<file path="src/rtl/mult_div_unit_if.sv">
// Request/response bundle between the control path and the multiply/divide unit.
// The control path drives the request side; the unit drives status and HI/LO.
interface mult_div_unit_if #(
  parameter int unsigned WIDTH = 32
);
  logic             start;
  logic [1:0]       op;
  logic [WIDTH-1:0] read_data_1;
  logic [WIDTH-1:0] read_data_2;
  logic             hi_we;
  logic             lo_we;
  logic [WIDTH-1:0] wdata;
  logic             busy;
  logic             done;
  logic             div_by_zero;
  logic [WIDTH-1:0] hi;
  logic [WIDTH-1:0] lo;

  modport master (
    output start, op, read_data_1, read_data_2, hi_we, lo_we, wdata,
    input  busy, done, div_by_zero, hi, lo
  );

  modport slave (
    input  start, op, read_data_1, read_data_2, hi_we, lo_we, wdata,
    output busy, done, div_by_zero, hi, lo
  );
endinterface

</file>
<file path="src/rtl/mult_div_unit.sv">
// Multi-cycle MIPS mult/multu/div/divu engine owning HI/LO; fixed 33-cycle latency.
// Magnitudes are iterated unsigned, sign correction is applied in the FIX state.
module mult_div_unit #(
  parameter int unsigned WIDTH = 32
) (
  input logic             clk,
  input logic             reset,
  mult_div_unit_if.slave  bus
);
  localparam int unsigned CW = $clog2(WIDTH);

  typedef enum logic [1:0] {S_IDLE, S_CALC, S_FIX} state_t;

  state_t             state_q, state_d;
  logic               is_div_q, is_div_d;
  logic               neg_p_q, neg_p_d;
  logic               neg_r_q, neg_r_d;
  logic               dbz_q, dbz_d;
  logic [WIDTH-1:0]   opa_q, opa_d;
  logic [WIDTH-1:0]   opb_q, opb_d;
  logic [WIDTH:0]     acc_q, acc_d;
  logic [WIDTH-1:0]   sh_q, sh_d;
  logic [CW-1:0]      cnt_q, cnt_d;
  logic [WIDTH-1:0]   hi_q, hi_d;
  logic [WIDTH-1:0]   lo_q, lo_d;
  logic               done_q, done_d;
  logic               dz_q, dz_d;

  logic               is_signed, rs_neg, rt_neg;
  logic [WIDTH-1:0]   rs_abs, rt_abs;
  logic [WIDTH:0]     m_sum, d_shift, d_sub;
  logic               d_ge;
  logic [2*WIDTH-1:0] prod, prod_fix;
  logic [WIDTH-1:0]   quo_fix, rem_fix, rs_back;

  assign is_signed = ~bus.op[0];
  assign rs_neg    = is_signed & bus.read_data_1[WIDTH-1];
  assign rt_neg    = is_signed & bus.read_data_2[WIDTH-1];
  assign rs_abs    = rs_neg ? -bus.read_data_1 : bus.read_data_1;
  assign rt_abs    = rt_neg ? -bus.read_data_2 : bus.read_data_2;

  // Multiply: sh_q holds the multiplier, low product bits shift into its top.
  assign m_sum   = acc_q + (sh_q[0] ? {1'b0, opa_q} : '0);
  // Divide: sh_q holds the dividend, quotient bits shift into its bottom.
  assign d_shift = {acc_q[WIDTH-1:0], sh_q[WIDTH-1]};
  assign d_sub   = d_shift - {1'b0, opb_q};
  assign d_ge    = d_shift >= {1'b0, opb_q};

  assign prod     = {acc_q[WIDTH-1:0], sh_q};
  assign prod_fix = neg_p_q ? -prod : prod;
  assign quo_fix  = neg_p_q ? -sh_q : sh_q;
  assign rem_fix  = neg_r_q ? -acc_q[WIDTH-1:0] : acc_q[WIDTH-1:0];
  assign rs_back  = neg_r_q ? -opa_q : opa_q;

  always_comb begin
    state_d  = state_q;
    is_div_d = is_div_q;
    neg_p_d  = neg_p_q;
    neg_r_d  = neg_r_q;
    dbz_d    = dbz_q;
    opa_d    = opa_q;
    opb_d    = opb_q;
    acc_d    = acc_q;
    sh_d     = sh_q;
    cnt_d    = cnt_q;
    hi_d     = hi_q;
    lo_d     = lo_q;
    done_d   = 1'b0;
    dz_d     = 1'b0;
    case (state_q)
      S_IDLE: begin
        if (bus.start) begin
          is_div_d = bus.op[1];
          neg_p_d  = rs_neg ^ rt_neg;
          neg_r_d  = rs_neg;
          dbz_d    = bus.op[1] & (bus.read_data_2 == '0);
          opa_d    = rs_abs;
          opb_d    = rt_abs;
          acc_d    = '0;
          sh_d     = bus.op[1] ? rs_abs : rt_abs;
          cnt_d    = '0;
          state_d  = S_CALC;
        end else begin
          if (bus.hi_we) hi_d = bus.wdata;
          if (bus.lo_we) lo_d = bus.wdata;
        end
      end
      S_CALC: begin
        if (is_div_q) begin
          acc_d = d_ge ? d_sub : d_shift;
          sh_d  = {sh_q[WIDTH-2:0], d_ge};
        end else begin
          acc_d = {1'b0, m_sum[WIDTH:1]};
          sh_d  = {m_sum[0], sh_q[WIDTH-1:1]};
        end
        cnt_d = cnt_q + 1'b1;
        if (cnt_q == CW'(WIDTH - 1)) state_d = S_FIX;
      end
      S_FIX: begin
        if (is_div_q) begin
          if (dbz_q) begin
            lo_d = '1;
            hi_d = rs_back;
          end else begin
            lo_d = quo_fix;
            hi_d = rem_fix;
          end
        end else begin
          {hi_d, lo_d} = prod_fix;
        end
        done_d  = 1'b1;
        dz_d    = dbz_q;
        state_d = S_IDLE;
      end
      default: state_d = S_IDLE;
    endcase
  end

  always_ff @(posedge clk or posedge reset) begin
    if (reset) begin
      state_q  <= S_IDLE;
      is_div_q <= 1'b0;
      neg_p_q  <= 1'b0;
      neg_r_q  <= 1'b0;
      dbz_q    <= 1'b0;
      opa_q    <= '0;
      opb_q    <= '0;
      acc_q    <= '0;
      sh_q     <= '0;
      cnt_q    <= '0;
      hi_q     <= '0;
      lo_q     <= '0;
      done_q   <= 1'b0;
      dz_q     <= 1'b0;
    end else begin
      state_q  <= state_d;
      is_div_q <= is_div_d;
      neg_p_q  <= neg_p_d;
      neg_r_q  <= neg_r_d;
      dbz_q    <= dbz_d;
      opa_q    <= opa_d;
      opb_q    <= opb_d;
      acc_q    <= acc_d;
      sh_q     <= sh_d;
      cnt_q    <= cnt_d;
      hi_q     <= hi_d;
      lo_q     <= lo_d;
      done_q   <= done_d;
      dz_q     <= dz_d;
    end
  end

  assign bus.busy        = (state_q != S_IDLE);
  assign bus.done        = done_q;
  assign bus.div_by_zero = dz_q;
  assign bus.hi          = hi_q;
  assign bus.lo          = lo_q;
endmodule

</file>
<file path="src/flat_wrapper.sv">
// flat-port wrapper written by rule: the top's interface ports become plain ports
module mult_div_unit_flat 
#(
  parameter int unsigned WIDTH = 32
)
  (clk, reset, bus_start, bus_op, bus_read_data_1, bus_read_data_2, bus_hi_we, bus_lo_we, bus_wdata, bus_busy, bus_done, bus_div_by_zero, bus_hi, bus_lo);
  mult_div_unit_if #(.WIDTH(WIDTH)) bus_i ();
  input logic clk;
  input logic reset;
  input wire logic [$bits(bus_i.start)-1:0] bus_start;
  input wire logic [$bits(bus_i.op)-1:0] bus_op;
  input wire logic [$bits(bus_i.read_data_1)-1:0] bus_read_data_1;
  input wire logic [$bits(bus_i.read_data_2)-1:0] bus_read_data_2;
  input wire logic [$bits(bus_i.hi_we)-1:0] bus_hi_we;
  input wire logic [$bits(bus_i.lo_we)-1:0] bus_lo_we;
  input wire logic [$bits(bus_i.wdata)-1:0] bus_wdata;
  output wire logic [$bits(bus_i.busy)-1:0] bus_busy;
  output wire logic [$bits(bus_i.done)-1:0] bus_done;
  output wire logic [$bits(bus_i.div_by_zero)-1:0] bus_div_by_zero;
  output wire logic [$bits(bus_i.hi)-1:0] bus_hi;
  output wire logic [$bits(bus_i.lo)-1:0] bus_lo;
  assign bus_i.start = bus_start;
  assign bus_i.op = bus_op;
  assign bus_i.read_data_1 = bus_read_data_1;
  assign bus_i.read_data_2 = bus_read_data_2;
  assign bus_i.hi_we = bus_hi_we;
  assign bus_i.lo_we = bus_lo_we;
  assign bus_i.wdata = bus_wdata;
  assign bus_busy = bus_i.busy;
  assign bus_done = bus_i.done;
  assign bus_div_by_zero = bus_i.div_by_zero;
  assign bus_hi = bus_i.hi;
  assign bus_lo = bus_i.lo;
  mult_div_unit #(.WIDTH(WIDTH)) u_core (.clk(clk), .reset(reset), .bus(bus_i));
endmodule
</file>
<file path="config.mk">
export PLATFORM = sky130hd
export DESIGN_NAME = mult_div_unit_flat
export DESIGN_NICKNAME = d
export VERILOG_FILES = /design/src/rtl/mult_div_unit_if.sv /design/src/rtl/mult_div_unit.sv /design/src/flat_wrapper.sv
export SDC_FILE = /design/constraint.sdc
export NUM_CORES = 1
export LEC_CHECK = 0
export ABC_AREA = 0
export CORE_MARGIN = 1.5
export CORE_UTILIZATION = 53
export CTS_CLUSTER_SIZE = 25
export DETAILED_ROUTE_END_ITERATION = 6
export GPL_ROUTABILITY_DRIVEN = 1
export HOLD_SLACK_MARGIN = 0.03
export PLACE_DENSITY = 0.88
export SYNTH_ARGS = -nofsm -noshare
export SYNTH_HDL_FRONTEND = slang
export SYNTH_SLANG_ARGS = --single-unit
</file>
<file path="constraint.sdc">
create_clock -name clk -period 6.35 [get_ports clk]
set_input_delay 1.27 -clock clk [delete_from_list [all_inputs] [get_ports clk]]
set_output_delay 1.27 -clock clk [all_outputs]
set_load 0.02 [all_outputs]
</file>
==> run metrics, run 1 <==
Final Hold Viols=0; initial antenna violation count=1; classification of the worst-slack hold path=register to register; MaxCap Viol Count=0; CTS tree=done; Hold Startpoint=u_core.bus.hi[6]; r2r startpoint=u_core.acc_q[13]; Mapped Area=17170 um^2; maximum net fanout on the critical path=5; count of endpoints failing setup in the final report=0; status=completed; post-DR vias/cell=roughly 6.6; initial core utilization=54.15%; count of cells along the worst register-to-register path=10; number of clock sinks=roughly 210; Slew Limit Fails=0; number of antenna-violating nets in the routed design=0; Area Overhead vs Synth=15.42%; Reg2Reg Setup Slack=2.31 ns; clock tree root buffer cell=sky130_fd_sc_hd__clkbuf_16; unique cell type count in the Yosys netlist=77; power per cell area=593.5 nW/um^2; number of global-route vias before repair=16776; count of warnings emitted by yosys=0; count of flip-flops with a built-in enable after synthesis=0; crit end category=register; Relative slew margins=17.37%; prevailing post-synth register cell=sky130_fd_sc_hd__dfrtp_1; number of H-tree levels=1; sequential element share of the synthesized area=30.02%; placeable core region=31720 um^2; cell types with the largest area share after synthesis=sky130_fd_sc_hd__dfrtp_1, sky130_fd_sc_hd__o21ai_0, sky130_fd_sc_hd__nand2_1; async set or reset register ratio after synthesis=100.0%; Total Routing Usage GR=a little over a third; post-synth net total=2340; total via count after detailed routing=17597; final routed DRC violation total=0; Worst Setup Path Type=input port to register; largest net degree at the start of global routing=77; final critical-path share of the clock period=about 64%; area share of the largest cell type after synthesis=30.02%; post-CTS sizing=0; RSZ-0062 raised after global routing=no; mean instance size in the synthesized netlist=slightly below 8 um^2; clock transition at the registers of the reported paths=0.06 ns; Port Buffer Count=169; worst endpoint data arrival time=4.47 ns; CTS Buf Count=24; final sum of negative setup slack=0 ns; instance count of the mapped netlist=2164; Iter 0 DRT Violations=about 2300; Critical Path Start Type=input port; setup repair bufs after CTS=0; Cell Area, Placed=18980 um^2; Worst Hold Endpoint=u_core.bus.hi[6]; total power consumption of the routed design=11.76 mW; final design area excluding fillers=19820 um^2; Worst Hold Path Cells=2; Vert. Die Dim=about 180 um; wire length of the first global-routing pass=94.16 mm; quantity of hold-fixing buffers added after cts=0; fraction of final layout cells with drive strength greater than 1=4.535%; net count of the finished layout=2408; time the final worst path needs with I/O delays and setup=4.093 ns; top achievable clock speed=244.3 MHz; Slew @ Worst Pin=roughly 1.2 ns; Reg2Reg Capture Point=u_core.acc_q[26]; Hold Worst Slack=~0.48 ns; worst vdd rail ir drop=0.3850 mV; maximum root-to-sink buffer count=3; Fill cells=2750; dominant cell type by area after synthesis=sky130_fd_sc_hd__dfrtp_1; count of boundary I/O pins=170; Die X=between 150 and 200 um; WL/cell=22.99 um; required arrival time at the worst endpoint=between 6 and 7 ns; flip-flop and latch count after synthesis=206; final wirelength=60.96 mm; Setup Skew=0.01194 ns; detailed placement HPWL=between 40 and 50 mm; leftover overflow at the end of global routing=0; Worst-Skew Late Latency=between 0.5 and 0.6 ns; area of the die=33490 um^2; total leakage power=8.131 nW; Detailed Routing Iterations Pass 1=5; Final GP Congestion=0.9948; number of rows in the core area=65
[metal layers]
layer	wire length (um)	vias up	GRT usage, %	part of all wire [%]
met5	0	-	0	0
met4	3509	0	18.52	5.8
met3	6248	227	5.739	10
met2	27170	1037	55.80	45
met1	24030	8427	48.73	39
li1	-	7906	-	-
[critical path: stages]
cell	delay, ns
sky130_fd_sc_hd__clkdlybuf4s50_1	0.47
sky130_fd_sc_hd__nor4_1	0.64
sky130_fd_sc_hd__nand2_1	0.14
sky130_fd_sc_hd__or4_1	0.57
sky130_fd_sc_hd__o21ai_0	0.41
sky130_fd_sc_hd__o21ai_0	0.33
sky130_fd_sc_hd__xnor2_1	0.28
sky130_fd_sc_hd__mux2i_1	0.11
sky130_fd_sc_hd__o21ai_0	0.17
sky130_fd_sc_hd__o21ai_0	0.09
[worst max-delay path by stage]
stage	startpoint	end	slack, ns	depth (start not counted)
CTS	bus_read_data_1[4]	u_core.sh_q[26]	2.31	10
detailed placement	bus_read_data_1[4]	u_core.sh_q[24]	1.79	10
finish	bus_read_data_1[4]	u_core.sh_q[24]	2.26	10
global placement	bus_read_data_1[4]	u_core.sh_q[24]	1.85	10
floorplan	reset	u_core.acc_q[0]	2.41	1
global route	bus_read_data_1[4]	u_core.sh_q[30]	1.93	10
[synthesized netlist by cell type, drive strengths merged (44+ instances only)]
cell and n:
xnor2 118, inv 61, mux2i 47, and2 44, dfrtp 206, nand2 290, clkbuf 131, a21o 45
xor2 113, o21ai 245, nor2 139, a21oi 144, ha 71
[logic make-up after synthesis]
group	Yosys count	share of synthesized area (%)
AND/OR/NAND/NOR	705	19.66
AO/OA/AOI/OAI	686	25.25
XOR/XNOR	231	11.78
buffers and inverters	211	4.757
flip-flops	206	30.02
adder cells (fa/ha/maj)	73	5.406
multiplexers	52	3.133
[state kept, by name, summed over array words and instances, names as in the netlist]
name and count:
u_core.cnt_q 5, u_core.opb_q 32, u_core.acc_q 33, u_core.sh_q 32, u_core.bus.done 1, u_core.is_div_q 1, u_core.bus.div_by_zero 1, u_core.opa_q 32
u_core.state_q 2, u_core.dbz_q 1, u_core.neg_p_q 1, u_core.neg_r_q 1, u_core.bus.hi 32, u_core.bus.lo 32
[layout by cell type (no fill, tap or decap), types with 38 or more instances in the layout]
| master | count |
|---|---|
| sky130_fd_sc_hd__nand2_1 | 289 |
| sky130_fd_sc_hd__o21ai_0 | 243 |
| sky130_fd_sc_hd__dfrtp_1 | 204 |
| sky130_fd_sc_hd__clkdlybuf4s50_1 | 168 |
| sky130_fd_sc_hd__a21oi_1 | 143 |
| sky130_fd_sc_hd__nor2_1 | 137 |
| sky130_fd_sc_hd__xnor2_1 | 118 |
| sky130_fd_sc_hd__xor2_1 | 113 |
| sky130_fd_sc_hd__ha_1 | 71 |
| sky130_fd_sc_hd__inv_1 | 60 |
| sky130_fd_sc_hd__mux2i_1 | 47 |
| sky130_fd_sc_hd__a21o_1 | 45 |
| sky130_fd_sc_hd__and2_1 | 43 |
| sky130_fd_sc_hd__nand3_1 | 38 |
[final cells by class]
type	count	area (um^2)	area share (%)
Tap cell	402	503.0	2.538
Multi-Input combinational cell	1747	11230	56.64
Clock inverter	5	82.58	0.4166
Timing Repair Buffer	192	1859	9.380
Inverter	61	232.7	1.174
Antenna cell	1	2.502	0.01262
Clock buffer	38	754.5	3.806
Sequential cell	206	5160	26.03
[where the power goes]
group	switching [mW]	total, mW	leakage [nW]	internal (mW)
clock network	0.578	1.47	0.413	0.894
registers	1.14	3.09	2.47	1.95
logic	4.19	7.21	5.25	3.02
[per-stage QoR]
stage	instances	worst slack, ns	utilization [%]
global route	2651	1.932	62.49
finish	2652	2.257	62.49
detailed placement	2608	1.785	59.85
floorplan	2164	2.408	-
global placement	2608	1.849	59.85
CTS	2651	2.311	62.49
(Power assumes the default switching activity.)
==> run 2, diff against run 1 <==
clock period = 3.75 ns   (was 6.35 ns; I/O delays follow)
==> run metrics, run 2 (same netlist as run 1, synthesis figures left out) <==
power per cell area=1007 nW/um^2 (+70%); Worst Hold Path Cells=2 (unchanged); CTS tree=done; Setup Skew=0.01527 ns (+0.003330 ns); MaxCap Viol Count=0 (unchanged); Critical Path Start Type=register; violated checks=DRC; quantity of hold-fixing buffers added after cts=0 (unchanged); Detailed Routing Iterations Pass 1=7 (+2); Area Overhead vs Synth=19.08%; status=complete, but fails checks; Relative slew margins=25.41% (+8.0 points); maximum net fanout on the critical path=14 (+9); maximum root-to-sink buffer count=3 (unchanged); detailed placement HPWL=48.41 mm (+3.9%); final sum of negative setup slack=0 ns (unchanged); total power consumption of the routed design=20.59 mW (+75%); clock transition at the registers of the reported paths=0.06 ns (about the same); Iter 0 DRT Violations=2029 (-13%); Vert. Die Dim=183.0 um (unchanged); clock tree root buffer cell=sky130_fd_sc_hd__clkbuf_16; number of clock sinks=206 (unchanged); Slew @ Worst Pin=1.119 ns (-0.1206 ns); number of flip-flops under the largest register name=33 (unchanged); count of cells along the worst register-to-register path=13 (+3); Die X=183.0 um (unchanged); leftover overflow at the end of global routing=0 (unchanged); Total Routing Usage GR=36.75% (+0.73 points); net count of the finished layout=2476 (+2.8%); switching power=10.23 mW (+73%); number of global-route vias before repair=16647 (-0.77%); time the final worst path needs with I/O delays and setup=roughly 3.6 ns; initial antenna violation count=1 (unchanged); part of the total power dissipated in sequential elements=23.9% (-2.3 points); fraction of final layout cells with drive strength greater than 1=7.589% (+3.1 points); Final GP Congestion=1.064 (+7.0%); count of boundary I/O pins=170 (unchanged); required arrival time at the worst endpoint=4.17 ns (-2.55 ns); number of antenna-violating nets in the routed design=0 (unchanged); fraction of power spent switching nets=49.68% (-0.49 points); cell internal pwr=10.36 mW (+77%); Final Hold Viols=0 (unchanged); Worst-Skew Late Latency=0.56 ns (+0.03 ns); Detail Route met3 WL=6.021 mm (-3.6%); worst vdd rail ir drop=0.5522 mV (+43%); total via count after detailed routing=17709 (+0.64%); classification of the worst-slack hold path=register to register; count of endpoints failing setup in the final report=0 (unchanged); Port Buffer Count=169 (unchanged); most used cells in the layout excluding fill and tap cells=sky130_fd_sc_hd__nand2_1, sky130_fd_sc_hd__o21ai_0, sky130_fd_sc_hd__dfrtp_1, sky130_fd_sc_hd__clkdlybuf4s50_1, sky130_fd_sc_hd__a21oi_1; number of H-tree levels=1 (unchanged); final critical-path share of the clock period=95.94%; register ranked first by flip-flop count=u_core.acc_q; WL/cell=22.83 um (-0.67%); Slew Limit Fails=0 (unchanged); total leakage power=8.491 nW (+4.4%); share of power burned in the clock network=12.5% (about the same); final routed DRC violation total=8 (+8); Worst Setup Path Type=register to register; post-route met1 wirelength=24.88 mm (+3.5%); worst endpoint data arrival time=4.01 ns (-0.46 ns); combinational share of power=63.6% (+2.4 points); crit end category=register; final wirelength=62.12 mm (+1.9%); CTS Buf Count=25 (+4.2%); uppermost signal routing layer after detailed routing=met5; WL met2=28.07 mm (+3.3%); area of the die=33490 um^2 (unchanged); placeable core region=31720 um^2 (unchanged); wire length of the first global-routing pass=95.12 mm (+1.0%); commonest non-fill, non-tap cell in the layout=sky130_fd_sc_hd__nand2_1; number of rows in the core area=65 (unchanged); RSZ-0062 raised after global routing=no; post-DR vias/cell=6.508 (-1.9%); Antenna Diode Count=0 (-1); top achievable clock speed=277.9 MHz; initial core utilization=54.15% (unchanged); largest net degree at the start of global routing=105 (+36%)
[run 2: path summary, 6_finish.rpt]
check                                    end  slack [ns]               from
max                         u_core.acc_q[30]        0.15     u_core.sh_q[0]
min                        u_core.bus.hi[11]        0.47  u_core.bus.hi[11]
max reg2reg                 u_core.acc_q[30]        0.15     u_core.sh_q[0]
min reg2reg                u_core.bus.hi[11]        0.47  u_core.bus.hi[11]
max in group asynchronous  u_core.bus.lo[13]        2.26              reset
min in group asynchronous   u_core.acc_q[24]        0.67              reset
[run 2: what timing repair did]
item	CTS	global route
buffers inserted	0	0
resized for setup	0	3
endpoints found under the setup margin	0	4
[run 2: metal layers]
metal  global-route usage [%]  up-vias
met4                    16.13        2
li1                         -     8046
met5                        0        -
met2                    58.02      998
met3                    7.744      208
met1                    48.68     8455
[run 2: final cells by class]
cell class	count	area, um^2
clock buffer	32	681.9
clock inverter	14	181.4
fill	2697	11270
inverter	61	232.7
multi-input combinational	1747	11240
sequential	206	5161
tap	402	503.0
timing repair buffer	259	2450
[run 2: power by group through the flow]
| stage | Clock, mW | Combinational, mW | Sequential, mW |
|---|---|---|---|
| global route | 2.66 | 14.3 | 5.01 |
| global placement | 0 | 12.4 | 4.82 |
| CTS | 2.57 | 12.8 | 4.84 |
| floorplan | 0 | 8.80 | 4.46 |
| finish | 2.58 | 13.1 | 4.93 |
| detailed placement | 0 | 12.8 | 4.87 |
[run 2: worst max-delay path: stages, from the launching register on]
cell and delay [ns]:
sky130_fd_sc_hd__dfrtp_2 0.49, sky130_fd_sc_hd__buf_4 0.19, sky130_fd_sc_hd__and2_1 0.14, sky130_fd_sc_hd__ha_1 0.35, sky130_fd_sc_hd__a21o_1 0.23, sky130_fd_sc_hd__a21oi_1 0.22, sky130_fd_sc_hd__or3b_2 0.47, sky130_fd_sc_hd__o21ai_0 0.10
sky130_fd_sc_hd__a41o_1 0.23, sky130_fd_sc_hd__nor2_1 0.10, sky130_fd_sc_hd__a211oi_1 0.36, sky130_fd_sc_hd__nor4b_1 0.11, sky130_fd_sc_hd__a2111oi_0 0.34, sky130_fd_sc_hd__o211ai_1 0.15
[run 2: through the flow]
step | setup slack [ns] | hold slack [ns] | util, % | cells | instance area, um^2
finish | 0.1522 | 0.4737 | 64.48 | 2721 | 20450
global route | 0.004356 | 0.4948 | 64.48 | 2721 | 20450
CTS | 0.1854 | 0.4748 | 64.43 | 2721 | 20440
detailed placement | 0.04772 | 0.4615 | 61.71 | 2675 | 19570
global placement | 0.1161 | 0.4570 | 61.71 | 2675 | 19570
floorplan | 0.3277 | 0.4498 | - | 2164 | 17180
